$ cat config.mk
export PLATFORM = sky130hd
export DESIGN_NAME = lcd_text_engine
export DESIGN_NICKNAME = d
export VERILOG_FILES = /design/src/rtl/lcd_pkg.sv /design/src/rtl/lcd_char_ram.sv /design/src/rtl/lcd_text_engine.sv
export SDC_FILE = /design/constraint.sdc
export NUM_CORES = 1
export LEC_CHECK = 0
export BUFFER_PORTS_ARGS = -buffer_cell sky130_fd_sc_hd__clkbuf_2
export CORE_MARGIN = 2
export CORE_UTILIZATION = 40
export DETAILED_ROUTE_END_ITERATION = 7
export PLACE_DENSITY = 0.53
export SETUP_SLACK_MARGIN = 0.15
export SYNTH_ARGS = -nofsm -noshare
export SYNTH_HDL_FRONTEND = slang
export SYNTH_SLANG_ARGS = --single-unit
export TNS_END_PERCENT = 50
$ cat constraint.sdc
create_clock -name clk -period 2.9 [get_ports clk]
set_input_delay 0.145 -clock clk [delete_from_list [all_inputs] [get_ports clk]]
set_output_delay 0.145 -clock clk [all_outputs]
set_load 0.02 [all_outputs]
$ cat src/rtl/lcd_pkg.sv
// Shared types and constants for the LCD text engine.
package lcd_pkg;

  localparam int unsigned LCD_COL_W = 7;
  localparam logic [7:0]  SPACE_CHAR = 8'h20;

  typedef enum logic [1:0] {
    StIdle,
    StLoad,
    StReq,
    StRel
  } lcd_state_e;

  // Index width that stays at least one bit wide for single-entry ranges.
  function automatic int unsigned clog2_min1(input int unsigned n);
    return (n > 1) ? $clog2(n) : 1;
  endfunction

endpackage

$ cat src/rtl/lcd_char_ram.sv
// Character store: PAGES x ROWS x COLS bytes, one write port, one async read port,
// every cell reset to a space.
module lcd_char_ram
  import lcd_pkg::*;
#(
  parameter int unsigned PAGES  = 2,
  parameter int unsigned ROWS   = 2,
  parameter int unsigned COLS   = 16,
  parameter int unsigned PAGE_W = 1,
  parameter int unsigned ROW_W  = 1
) (
  input  logic                 clk_i,
  input  logic                 rst_ni,
  input  logic                 we_i,
  input  logic [PAGE_W-1:0]    wr_page_i,
  input  logic [ROW_W-1:0]     wr_row_i,
  input  logic [LCD_COL_W-1:0] wr_col_i,
  input  logic [7:0]           wr_data_i,
  input  logic [PAGE_W-1:0]    rd_page_i,
  input  logic [ROW_W-1:0]     rd_row_i,
  input  logic [LCD_COL_W-1:0] rd_col_i,
  output logic [7:0]           rd_data_o
);

  localparam int unsigned DEPTH  = PAGES * ROWS * COLS;
  localparam int unsigned ADDR_W = clog2_min1(DEPTH);

  logic [7:0]  mem_q [DEPTH];
  int unsigned wr_idx;
  int unsigned rd_idx;

  function automatic int unsigned cell_idx(input logic [PAGE_W-1:0]    p,
                                           input logic [ROW_W-1:0]     r,
                                           input logic [LCD_COL_W-1:0] c);
    return (32'(p) * ROWS + 32'(r)) * COLS + 32'(c);
  endfunction

  assign wr_idx = cell_idx(wr_page_i, wr_row_i, wr_col_i);
  assign rd_idx = cell_idx(rd_page_i, rd_row_i, rd_col_i);

  // Out-of-range read (non power-of-two page count) shows a blank cell.
  assign rd_data_o = (rd_idx < DEPTH) ? mem_q[ADDR_W'(rd_idx)] : SPACE_CHAR;

  always_ff @(posedge clk_i or negedge rst_ni) begin
    if (!rst_ni) begin
      for (int i = 0; i < int'(DEPTH); i++) begin
        mem_q[ADDR_W'(i)] <= SPACE_CHAR;
      end
    end else if (we_i && (wr_idx < DEPTH)) begin
      mem_q[ADDR_W'(wr_idx)] <= wr_data_i;
    end
  end

endmodule

$ cat src/rtl/lcd_text_engine.sv
// Multi-page text frame buffer with an on-demand refresh sequencer that streams the
// selected page to the LCD driver over a four-phase rq/ack handshake.
module lcd_text_engine
  import lcd_pkg::*;
#(
  parameter int unsigned ROWS   = 2,
  parameter int unsigned COLS   = 16,
  parameter int unsigned PAGES  = 2,
  parameter int unsigned ROW_W  = clog2_min1(ROWS),
  parameter int unsigned PAGE_W = clog2_min1(PAGES)
) (
  input  logic                 clk,
  input  logic                 rst_n,
  input  logic [PAGE_W-1:0]    page_sel,
  input  logic                 blank,
  input  logic                 refresh,
  input  logic                 wr_en,
  input  logic [PAGE_W-1:0]    wr_page,
  input  logic [ROW_W-1:0]     wr_row,
  input  logic [LCD_COL_W-1:0] wr_col,
  input  logic [7:0]           wr_char,
  output logic                 rq,
  input  logic                 ack,
  output logic [ROW_W-1:0]     lcd_row,
  output logic [LCD_COL_W-1:0] lcd_column,
  output logic [7:0]           lcd_character,
  output logic                 busy,
  output logic                 frame_done
);

  lcd_state_e           state_q, state_d;
  logic [PAGE_W-1:0]    act_page_q, act_page_d;
  logic                 act_blank_q, act_blank_d;
  logic [ROW_W-1:0]     row_q, row_d;
  logic [LCD_COL_W-1:0] col_q, col_d;
  logic                 pending_q, pending_d;
  logic                 rq_q, rq_d;
  logic [ROW_W-1:0]     lcd_row_q, lcd_row_d;
  logic [LCD_COL_W-1:0] lcd_col_q, lcd_col_d;
  logic [7:0]           lcd_char_q, lcd_char_d;
  logic                 busy_q, busy_d;
  logic                 frame_done_q, frame_done_d;

  logic       start;
  logic       wr_ok;
  logic       last_col;
  logic       last_row;
  logic [7:0] rd_data;

  assign wr_ok = wr_en && (32'(wr_page) < PAGES) && (32'(wr_row) < ROWS)
                 && (32'(wr_col) < COLS);
  assign last_col = (32'(col_q) == COLS - 1);
  assign last_row = (32'(row_q) == ROWS - 1);

  lcd_char_ram #(
    .PAGES  (PAGES),
    .ROWS   (ROWS),
    .COLS   (COLS),
    .PAGE_W (PAGE_W),
    .ROW_W  (ROW_W)
  ) u_char_ram (
    .clk_i     (clk),
    .rst_ni    (rst_n),
    .we_i      (wr_ok),
    .wr_page_i (wr_page),
    .wr_row_i  (wr_row),
    .wr_col_i  (wr_col),
    .wr_data_i (wr_char),
    .rd_page_i (act_page_q),
    .rd_row_i  (row_q),
    .rd_col_i  (col_q),
    .rd_data_o (rd_data)
  );

  always_comb begin
    state_d      = state_q;
    act_page_d   = act_page_q;
    act_blank_d  = act_blank_q;
    row_d        = row_q;
    col_d        = col_q;
    rq_d         = rq_q;
    lcd_row_d    = lcd_row_q;
    lcd_col_d    = lcd_col_q;
    lcd_char_d   = lcd_char_q;
    busy_d       = busy_q;
    frame_done_d = 1'b0;
    start        = 1'b0;

    unique case (state_q)
      StIdle: begin
        if (pending_q) begin
          act_page_d  = page_sel;
          act_blank_d = blank;
          row_d       = '0;
          col_d       = '0;
          busy_d      = 1'b1;
          start       = 1'b1;
          state_d     = StLoad;
        end
      end
      StLoad: begin
        lcd_row_d  = row_q;
        lcd_col_d  = col_q;
        lcd_char_d = act_blank_q ? SPACE_CHAR : rd_data;
        rq_d       = 1'b1;
        state_d    = StReq;
      end
      StReq: begin
        if (ack) begin
          rq_d    = 1'b0;
          state_d = StRel;
        end
      end
      StRel: begin
        if (!ack) begin
          if (last_col && last_row) begin
            frame_done_d = 1'b1;
            busy_d       = 1'b0;
            state_d      = StIdle;
          end else begin
            if (last_col) begin
              col_d = '0;
              row_d = row_q + ROW_W'(1);
            end else begin
              col_d = col_q + LCD_COL_W'(1);
            end
            state_d = StLoad;
          end
        end
      end
      default: state_d = StIdle;
    endcase

    // Compare against the values the frame will use, so a frame start clears its own trigger.
    pending_d = (pending_q && !start) || refresh
                || (page_sel != act_page_d) || (blank != act_blank_d)
                || (wr_ok && (wr_page == act_page_d));
  end

  always_ff @(posedge clk or negedge rst_n) begin
    if (!rst_n) begin
      state_q      <= StIdle;
      act_page_q   <= '0;
      act_blank_q  <= 1'b0;
      row_q        <= '0;
      col_q        <= '0;
      pending_q    <= 1'b1;
      rq_q         <= 1'b0;
      lcd_row_q    <= '0;
      lcd_col_q    <= '0;
      lcd_char_q   <= SPACE_CHAR;
      busy_q       <= 1'b0;
      frame_done_q <= 1'b0;
    end else begin
      state_q      <= state_d;
      act_page_q   <= act_page_d;
      act_blank_q  <= act_blank_d;
      row_q        <= row_d;
      col_q        <= col_d;
      pending_q    <= pending_d;
      rq_q         <= rq_d;
      lcd_row_q    <= lcd_row_d;
      lcd_col_q    <= lcd_col_d;
      lcd_char_q   <= lcd_char_d;
      busy_q       <= busy_d;
      frame_done_q <= frame_done_d;
    end
  end

  assign rq            = rq_q;
  assign lcd_row       = lcd_row_q;
  assign lcd_column    = lcd_col_q;
  assign lcd_character = lcd_char_q;
  assign busy          = busy_q;
  assign frame_done    = frame_done_q;

endmodule

; Word-level counts from Yosys, hierarchy flattened
; Index checks and enable logic that the tools add are counted.
[op_classes]
n_eq_ne = 13
bitwise_logic = 2
n_addsub = 6
n_reduce_logical = 20
mux = 38
magnitude_cmp = 6
[ops]
columns = op, count
row1 = bitwise mux 512 bit, 1
row2 = adder 32 x 7 -> 32 bit, 2
row3 = < comparator 32 x 7 -> 1 bit (second input constant), 2
row4 = binary-select mux 8 bit (select 6 bit), 1
row5 = demux 8 bit (select 6 bit), 1
row6 = 2-to-1 mux 8 bit, 5
row7 = 2-to-1 mux 7 bit, 4
row8 = 2-to-1 mux 1 bit, 18
row9 = greater-or-equal comparator 7 bit (second input constant), 2
row10 = inverter 6 -> 7 bit, 2
row11 = case mux 7 bit (2 select lines), 1
row12 = inequality test 2 bit (second input constant), 6
row13 = case mux 2 bit (4 select lines), 1
row14 = AND reduction 4 bit, 2
row15 = adder 7 x 1 -> 7 bit (second input constant), 1
row16 = equality test 7 x 4 -> 1 bit (second input constant), 1
row17 = < comparator 7 x 1 -> 1 bit (second input constant), 1
row18 = < comparator 7 x 5 -> 1 bit (second input constant), 1
row19 = adder 2 x 1 -> 3 bit, 2
row20 = logical AND 1 bit, 6
row21 = 2-to-1 mux 2 bit, 3
row22 = case mux 1 bit (2 select lines), 3
row23 = AND reduction 5 bit, 1
row24 = equality test 2 bit (second input constant), 2
row25 = other kinds (10), 16
[word_totals]
out_inout_bits = 19
in_bits = 24
word_cells = 161
register_bits = 544

; Longest topological paths before layout
; Gate-level depths: netlist of run 1.
[logic_depth]
depth_word = 8
mapped_depth = 10
depth_no_buf = 7

; Modules after synthesis
; From an unflattened synthesis of run 1, not the netlist that was laid out.
[unflattened]
cells_unflattened = 1340
hier_area_um2 = 23731.5
[modules_own_cells]
columns = module, n_inst, cells_per_inst, seq_area_each_um2, area_per_inst_um2
row1 = lcd_char_ram, 1, 1192, 14133.6, 22121.2
row2 = lcd_text_engine, 1, 148, 803.3, 1610.3

; Least setup slack after synthesis of run 1
; No wires, ideal clock.
[synth_path]
kind = input -> register
start = input port wr_row
end = register u_char_ram.mem_q[192] (netlist name) (enable)
t_required_ns = 2.530
setup_time_ns = 0.370
setup_slack_ns = 0.609
arrival_ns = 1.921
path_stages = 5
cell_sequence = ha_1 -> fa_1 -> or3b_2 -> buf_2 -> nor2_1
[synth_via]
elab_chain_len = 5
[synth_lines]
columns = item, line
row1 = "start, declared", lcd_text_engine.sv:19  ; input logic [ROW_W-1:0] wr_row,
row2 = adder 2 x 1 -> 3 bit, lcd_char_ram.sv:35  ; return (32'(p) * ROWS + 32'(r)) * COLS + 32'(c);
row3 = adder 32 x 7 -> 32 bit, lcd_char_ram.sv:35
row4 = < comparator 32 x 7 -> 1 bit, lcd_char_ram.sv:49  ; end else if (we_i && (wr_idx < DEPTH)) begin
row5 = logical AND 1 bit, lcd_char_ram.sv:49
row6 = AND reduction 2 bit (no source line), -
row7 = "end signal, assigned by index", lcd_char_ram.sv:50  ; mem_q[ADDR_W'(wr_idx)] <= wr_data_i;
row8 = "end, declared", lcd_char_ram.sv:28  ; logic [7:0] mem_q [DEPTH];
; Every way passes these cells.
; A chain may end at the register's enable or synchronous reset.

; Worst setup path in the final report of run 1
[layout_path]
start = register row_q, in the netlist last_row
end = register lcd_char_q[5], in the netlist lcd_character[5]
[layout_via]
elab_chain_len = 8
[layout_lines]
columns = item, line
row1 = "start, declared", lcd_text_engine.sv:34  ; logic [ROW_W-1:0] row_q, row_d;
row2 = "start signal, assigned", lcd_text_engine.sv:158  ; row_q <= row_d;
row3 = adder 2 x 1 -> 3 bit (*), lcd_char_ram.sv:35
row4 = adder 32 x 7 -> 32 bit (*), lcd_char_ram.sv:35
row5 = inverter 6 -> 7 bit (not written as such), lcd_char_ram.sv:42  ; assign rd_data_o = (rd_idx < DEPTH) ? mem_q[ADDR_W'(rd_idx)] : SPACE_CHAR;
row6 = binary-select mux 8 bit (select 6 bit), lcd_char_ram.sv:42
row7 = 2-to-1 mux 8 bit (not written as such) (2 in a row), lcd_char_ram.sv:42
row8 = 2-to-1 mux 8 bit (*), lcd_char_ram.sv:42
row9 = 2-to-1 mux 8 bit (*), lcd_text_engine.sv:104  ; lcd_char_d = act_blank_q ? SPACE_CHAR : rd_data;
row10 = "end signal, assigned", lcd_text_engine.sv:164  ; lcd_char_q <= lcd_char_d;
row11 = "end, declared", lcd_text_engine.sv:40  ; logic [7:0] lcd_char_q, lcd_char_d;
; Every way passes the cells marked *; elsewhere a longest branch is shown, timed or not. The select of a mux whose other input is x is not followed.

==> results by group, run 1 <==
Layout
  • Layout Utilization: between 40% and 50%
  • Design area: between 20000 and 30000 sq um
  • Non-filler instance count after layout: approximately 2400
  • Layout Nets: 1575
  • Layout cells sized above 1: 43.0%
  • Area Overhead vs Synth: 15.1%
  • # diodes: 0

Timing
  • Hold Vio Cnt, Final: 0
  • Final setup violation count: 0
  • Slew Limit Fails: 0
  • Setup ws final: between 0.15 and 0.2 ns
  • Min Tclk post-route: approximately 2.7 ns
  • Worst slew pin tran: 1.06 ns
  • Fmax: approximately 370 MHz
  • Fin crit share: 94.3%
  • Total Neg Setup Slack: 0 ns
  • RSZ-0062 raised after global routing: yes
  • Worst slew margin: ~29%
  • Final clock skew: 0.0119 ns

Synth
  • Library cells used by synthesis: between 60 and 70
  • Cells after synthesis: 1404
  • Async set-reset flop share out of synthesis: about 53%
  • Synth Warn #: 0
  • EDFF count, synth: ~260
  • Mapped Area: between 20000 and 25000 sq um
  • Top cell type's share of synthesized area: between 30% and 40%
  • Synth top area cells: edfxtp_1 (32%), dfrtp_1 (27%), mux2_2 (13%), mux4_2 (7.8%), dfstp_2 (3.8%)
  • Sequential-to-total area share from yosys stat: between 60% and 70%
  • Yosys reg bits: about 540
  • Main synth FF type: edfxtp_1
  • Syn_area_per_cell: between 15 and 20 sq um
  • Area leader, netlist: edfxtp_1
  • Net Count, Synth: approximately 1400

Floorplanning
  • Starting Density: 40.3%
  • Die width: around 250 microns
  • Placeable Area: slightly below 60000 sq um
  • Die Area: 61300 sq um
  • I/O Pins: 43
  • # rows: slightly below 90
  • Die Span Y: 248 microns

Critical path
  • Worst Path Arrival: around 3.3 ns
  • Startpoint Class: flip-flop
  • CP max FO: 11
  • CP Class: flip-flop to flip-flop
  • CP max stage delay: between 0.7 and 0.8 ns
  • CP required: roughly 3.5 ns
  • Crit path cell chain: ha_1, fa_1, buf_4, o311ai_0, o32a_1
  • Worst setup EP type: flip-flop
  • Crit path max-delay cell type: fa_1

Worst hold path
  • HP Class: primary input to async pin

Clock network
  • CTS sink cnt: approximately 540
  • CTS buffer count: a little under 60
  • CTS root buffer: clkbuf_16
  • H-tree depth: 2
  • CTS tree: built
  • Clock latency on the worst-skew pair: 0.61 ns
  • Clk buf depth: 3
  • Clock transition at the registers of the reported paths: around 0.06 ns

Outcome
  • Run status: finished clean

GRT
  • GRT Util Overall: roughly a fifth
  • Largest net degree at the start of global routing: between 100 and 150
  • First-pass GRT wire length: 90.0 mm
  • Initial antenna violation count: 0
  • Vias in the first global route: ~14000
  • GR Overflow Total: 0

Route
  • Met1 wire length: ~28 mm
  • Met2 Routed Length: between 20 and 30 mm
  • Initial DRC count: 829
  • Uppermost layer routed: met4
  • DR vias/cell: 5.58
  • Final WL: 60.1 mm
  • DRC Markers: 0
  • Wire length on met3: about 3.4 mm
  • Post-route ant nets: 0
  • Routed wire per std cell: 25.5 microns
  • First-pass DRT Iterations: 7
  • Vias: 13200

Pwr
  • Worst VDD drop: 0.471 mV
  • Power density over the cells: between 700 and 800 nW/um^2
  • Leak: 11.1 nW

Place
  • PortBufs: 42
  • Hpwl dp: 39.7 mm
  • # placed instances: between 2000 and 2500
  • Placed cell areas: 25300 sq um
  • RePlAce Congestion: 0.846
  • Worst slack, placed: -0.144 ns

Flow run
  • # Max-Cap Violations: 0
==> cells in the mapped netlist (all sizes together) (3+ instances only) <==
master and number:
dfrtp 254, dfstp 34, and3 4, o22ai 12, nor3 5, o221ai 4, nand2 50, nand3b 6
a22oi 9, xor2 3, nor3b 4, a21oi 12, mux2 286, inv 5, o21ai 17, a211oi 4
ha 8, o31ai 4, a2111oi 8, nand2b 9, clkbuf 50, o2bb2ai 4, buf 39, nor2b 5
or3 3, mux2i 68, nor2 72, nand3 8, edfxtp 256, a221oi 19, or3b 3, a31oi 4
mux4 103, and2 7
==> critical path: cells and delay by family, from the launching register on <==
| family | cells | cell delay, ns |
|---|---|---|
| buf+inv | 1 | 0.31 |
| compound gates | 2 | 0.97 |
| flops | 1 | 0.43 |
| fa+ha+maj | 2 | 0.97 |
==> final cells by class <==
class | instances | area, sq um
Clock buffer | 84 | 1630
Clock inverter | 24 | 179
Inverter | 7 | 26.3
Tap cell | 773 | 967
Sequential cell | 544 | 14900
Fill cell | 5080 | 31600
Timing Repair Buffer | 166 | 1300
Multi-Input combinational cell | 764 | 8280
==> cells in the final DEF (no fill, tap or decap), types with 7 or more instances in the layout <==
cell           instances
a21oi_1               12
a221oi_1              19
a22oi_1                9
buf_12                 7
buf_4                107
clkbuf_1              19
clkbuf_16             60
clkbuf_2              41
clkinv_1               8
clkinv_2               9
dfrtp_1              252
dfstp_2               34
dlygate4sd3_1          8
edfxtp_1             256
ha_1                   8
mux2_2               274
mux2_4                 8
mux2i_1               66
mux4_1                21
mux4_2                82
nand2_1               43
nand2_2                7
nand2b_1               9
nand3_1                7
nor2_1                48
nor2_2                23
o21ai_0               15
o22ai_1               12
==> repair_timing <==
item	4_1_cts	5_1_grt
cloned	0	1
hold buffers	9	0
setup buffers	0	2
endpoints found under the setup margin	1	8
pin swaps	0	0
resized for setup	2	6
endpoints found under the hold margin	199	0
==> through the flow <==
| step | hold slack [ns] | power [W] |
|---|---|---|
| 2_1_floorplan | -0.151 | 0.0112 |
| 3_3_place_gp | 0.0295 | 0.0125 |
| 5_1_grt | 0.136 | 0.0204 |
| 4_1_cts | 0.105 | 0.0197 |
| 6_report | 0.130 | 0.0196 |
| 3_5_place_dp | 0.0296 | 0.0126 |
==> layer usage <==
metal  vias to the layer above  global-route usage [%]
met5                         -                       0
met4                         0                    5.48
met3                        89                    4.34
met2                       312                    30.7
met1                      7042                    28.7
li1                       5733                       -
==> final timing paths <==
path | startpoint | end | slack (ns) | depth (start not counted)
worst max register to register | last_row | lcd_character[5] | 0.17 | 5
max in group asynchronous | rst_n | u_char_ram.mem_q[439] | 1.71 | 3
worst min-delay path | rst_n | rq | 0.13 | 3
worst max-delay path | last_row | lcd_character[5] | 0.17 | 5
min in group clk | wr_char[2] | u_char_ram.mem_q[154] | 0.31 | 1
worst min register to register | u_char_ram.mem_q[395] | u_char_ram.mem_q[395] | 0.49 | 1
==> flip-flops by register name, indices dropped and copies added (netlist names) <==
register	count
act_page_q	1
col_q	7
frame_done	1
state_q	2
last_row	1
lcd_character	8
lcd_column	7
rq	1
lcd_row	1
pending_q	1
u_char_ram.mem_q	512
busy	1
act_blank_q	1
==> cell families (layout without fill, tap and decap cells) <==
| kind of cell | after synthesis | in the layout | share of synthesized area, % |
|---|---|---|---|
| AO/OA/AOI/OAI | 111 | 111 | 3.38 |
| XOR/XNOR | 3 | 3 | 0.111 |
| adder cells (fa/ha/maj) | 10 | 10 | 0.590 |
| buffers and inverters | 96 | 281 | 2.29 |
| flip-flops | 544 | 544 | 62.9 |
| multiplexers | 457 | 457 | 26.7 |
| AND/OR/NAND/NOR | 183 | 183 | 4.06 |
==> power breakdown <==
part	leakage, nW	switching, W	internal (W)
combinational	4.07	0.00217	0.00176
sequential	6.16	0.000250	0.00831
clock	0.885	0.00303	0.00407
Note: power is estimated with default switching activity, not from simulation.
==> run 2, diff against run 1 <==
--- a/config.mk
+++ b/config.mk
@@ -5,13 +5,13 @@
 export SDC_FILE = /design/constraint.sdc
 export NUM_CORES = 1
 export LEC_CHECK = 0
-export BUFFER_PORTS_ARGS = -buffer_cell sky130_fd_sc_hd__clkbuf_2
-export CORE_MARGIN = 2
 export CORE_UTILIZATION = 40
 export DETAILED_ROUTE_END_ITERATION = 7
-export PLACE_DENSITY = 0.53
+export DONT_BUFFER_PORTS = 1
+export PLACE_DENSITY = 0.52
 export SETUP_SLACK_MARGIN = 0.15
 export SYNTH_ARGS = -nofsm -noshare
 export SYNTH_HDL_FRONTEND = slang
+export SYNTH_HIERARCHICAL = 1
 export SYNTH_SLANG_ARGS = --single-unit
 export TNS_END_PERCENT = 50
==> run 2 against run 1 <==
The run now ends with negative hold slack left. Non-clock buffer count fell by 37. Routed wire length fell by 1.1%. Utilization rose by 1.0 points. Register-to-register slack improved by 0.12 ns. Final area rose by 0.86%. Maximum frequency increased by 4.4%. Flip-flop and latch count is the same. Worst hold slack worse by 0.91 ns. Die area down 1.7%. First-iteration DRC count up 32%. Via count fell by 4.4%. Synthesized area about the same. Critical path type unchanged.
==> results by group, run 2 <==
Timing
  • Min Tclk post-route: approximately 2.6 ns
  • Total Neg Setup Slack: 0 ns
  • Final setup violation count: 0
  • Worst slew margin: between 15 and 20%
  • Final clock skew: ~0.026 ns
  • Fin crit share: approximately nine tenths
  • RSZ-0062 raised after global routing: no
  • Hold Slack: -0.778 ns
  • Fmax: roughly 380 MHz
  • Worst slew pin tran: about 1.2 ns
  • Slew Limit Fails: 0
  • Hold Vio Cnt, Final: ~280

Layout
  • Commonest non-fill, non-tap cell in the layout: mux2_2
  • Most frequent cells in the layout: mux2_2 (268), edfxtp_1 (256), dfrtp_1 (251)
  • Layout Nets: 1481
  • Largest register FFs: 512
  • Layout Utilization: 47.4%
  • Layout cells sized above 1: between 40% and 50%
  • Largest reg by FF count: u_char_ram/mem_q
  • Design area: 27600 sq um
  • FILL cells: about 4900
  • Area Overhead vs Synth: 16.1%
  • Non-filler instance count after layout: approximately 2300
  • # diodes: 0

Critical path
  • Crit path launch: col_q[0]
  • Startpoint Class: flip-flop
  • R2R Path Start: col_q[0]
  • Worst r2r path cells: 7
  • CP max FO: 25
  • CP Class: flip-flop to flip-flop
  • R2R setup slack: ~0.28 ns
  • Worst Path Arrival: roughly 3.1 ns
  • Worst setup EP type: flip-flop
  • CP required: 3.38 ns
  • RR Endpoint: lcd_character[4]

Synth
  • Post-synth top cells: mux2_2 (268), edfxtp_1 (256), dfrtp_1 (254), mux4_2 (148), clkbuf_1 (47)
  • Main synth FF type: edfxtp_1
  • Library cells used by synthesis: 64
  • Count leader, synth: mux2_2
  • Sequential-to-total area share from yosys stat: about 63%
  • Syn_area_per_cell: between 15 and 20 sq um
  • Async set-reset flop share out of synthesis: ~53%
  • Cells after synthesis: between 1000 and 1500
  • Mapped Area: about 24000 sq um
  • Yosys reg bits: 544
  • Top cell type's share of synthesized area: about a third
  • Net Count, Synth: around 1400
  • Synth top area cells: edfxtp_1 (32%), dfrtp_1 (27%), mux4_2 (14%), mux2_2 (13%), dfstp_2 (3.8%)
  • Synth Warn #: 6
  • EDFF count, synth: between 200 and 300
  • Area leader, netlist: edfxtp_1

Route
  • DRC Markers: 0
  • Post-route ant nets: 0
  • DR vias/cell: 5.58
  • Vias: 12600
  • First-pass DRT Iterations: 5
  • Routed wire per std cell: around 26 microns
  • Final WL: about 60 mm
  • Initial DRC count: ~1100

Pwr
  • Reg power frac: 41.8%
  • Clk network pwr share: a little under two fifths
  • Net Switching: ~0.006 W
  • Worst VDD drop: ~0.55 mV
  • Leak: approximately 11 nW
  • Net Sw Frac: 28.1%
  • Internal: around 0.015 W
  • Combinational share of power: a little over a fifth
  • Power density over the cells: between 700 and 800 nW/um^2

GRT
  • Largest net degree at the start of global routing: ~300
  • Initial antenna violation count: 0
  • GR Overflow Total: 0
  • GRT Util Overall: roughly 20%
  • First-pass GRT wire length: between 80 and 90 mm
  • Vias in the first global route: around 13000

Worst hold path
  • HP Class: primary input to async pin

Clock network
  • Total setup buffers inserted after CTS: 0
  • CTS sink cnt: approximately 540
  • Hold_buf cts: 21
  • CTS buffer count: 58
  • Clk buf depth: 3
  • Clock latency on the worst-skew pair: 0.62 ns
  • CTS root buffer: clkbuf_16
  • H-tree depth: 2
  • CTS tree: built
  • Clock transition at the registers of the reported paths: ~0.060 ns

Floorplanning
  • Die Span Y: roughly 250 microns
  • Placeable Area: approximately 58000 sq um
  • Starting Density: between 40% and 50%
  • Die width: 246 microns
  • # rows: 88
  • Die Area: approximately 60000 sq um
  • I/O Pins: 43

Place
  • Placed cell areas: 25200 sq um
  • RePlAce Congestion: ~0.84
  • Hpwl dp: 37.5 mm
  • PortBufs: 0
  • # placed instances: around 2100

Flow run
  • # Max-Cap Violations: 0

Outcome
  • Failing checks: negative hold slack
  • Run status: finished, violations left
## run 2: changes by cell type in the layout (fill, tap and decap cells not counted), sizes merged, moves of 9 or more
cell | before | now
inv | 9 | 18
clkbuf | 126 | 77
nand3 | 8 | 39
mux4 | 103 | 148
a221oi | 19 | 2
o22ai | 12 | 2
nor2 | 72 | 35
nand2 | 50 | 24
nand4 | 2 | 12
nor3 | 5 | 33
mux2 | 286 | 268
mux2i | 68 | 20
## run 2: what timing repair did
action,CTS,global route
hold endpoints to repair,815,288
resized for setup,0,1
setup endpoints to repair,0,1
## run 2: through the flow
stage,setup WS [ns],total power (W)
4_1_cts,0.280,0.0211
6_report,0.282,0.0208
5_1_grt,0.186,0.0217
2_1_floorplan,0.222,0.0118
3_5_place_dp,0.330,0.0131
3_3_place_gp,0.344,0.0131
## run 2: worst max-delay path by stage
stage	end	slack, ns	cells past startpoint
finish	lcd_character[4]	0.28	7
global route	lcd_character[4]	0.19	7
CTS	lcd_character[4]	0.28	7
detailed placement	lcd_character[4]	0.33	7
global placement	u_char_ram/mem_q[383]	0.34	8
floorplan	u_char_ram/mem_q[192]	0.22	6
## run 2: layout make-up
type	count	area, sq um	area share [%]
flip-flops and latches	544	14900	54.2
inverters	18	67.6	0.245
repair buffers	129	1270	4.62
multi-input cells	694	8300	30.1
clock inverters	32	388	1.41
clock buffers	77	1630	5.90
well taps	765	957	3.47
## run 2: per-layer routing
| metal | GRT usage [%] | wire length [microns] | vias to the layer above |
|---|---|---|---|
| met5 | 0 | 0 | - |
| met4 | 6.08 | 1600 | 0 |
| met3 | 3.74 | 3480 | 88 |
| met2 | 30.2 | 26500 | 292 |
| met1 | 30.3 | 27900 | 6724 |
| li1 | - | - | 5493 |
## run 2: cell families after synthesis
kind of cell    synth area share (%)
simple gates                    4.77
compound gates                  1.72
flops                           62.9
mux                             27.6
xor+xnor                       0.111
fa+ha+maj                      0.696
buf+inv                         2.15
## run 2: worst max-delay path, stage by stage, from the launching register on
cell	delay [ns]
dfrtp_4	0.52
buf_12	0.26
mux4_2	0.58
mux4_2	0.50
o2111ai_1	0.29
nand3_1	0.12
nand3b_1	0.10
o21ai_0	0.10
## run 2: power by group through the flow
stage | combinational [W] | clock (W) | sequential, W
after floorplan | 0.00320 | 0 | 0.00865
after global placement | 0.00426 | 0 | 0.00886
after detailed placement | 0.00425 | 0 | 0.00886
after CTS | 0.00446 | 0.00793 | 0.00871
after global routing | 0.00472 | 0.00825 | 0.00874
final | 0.00439 | 0.00773 | 0.00872
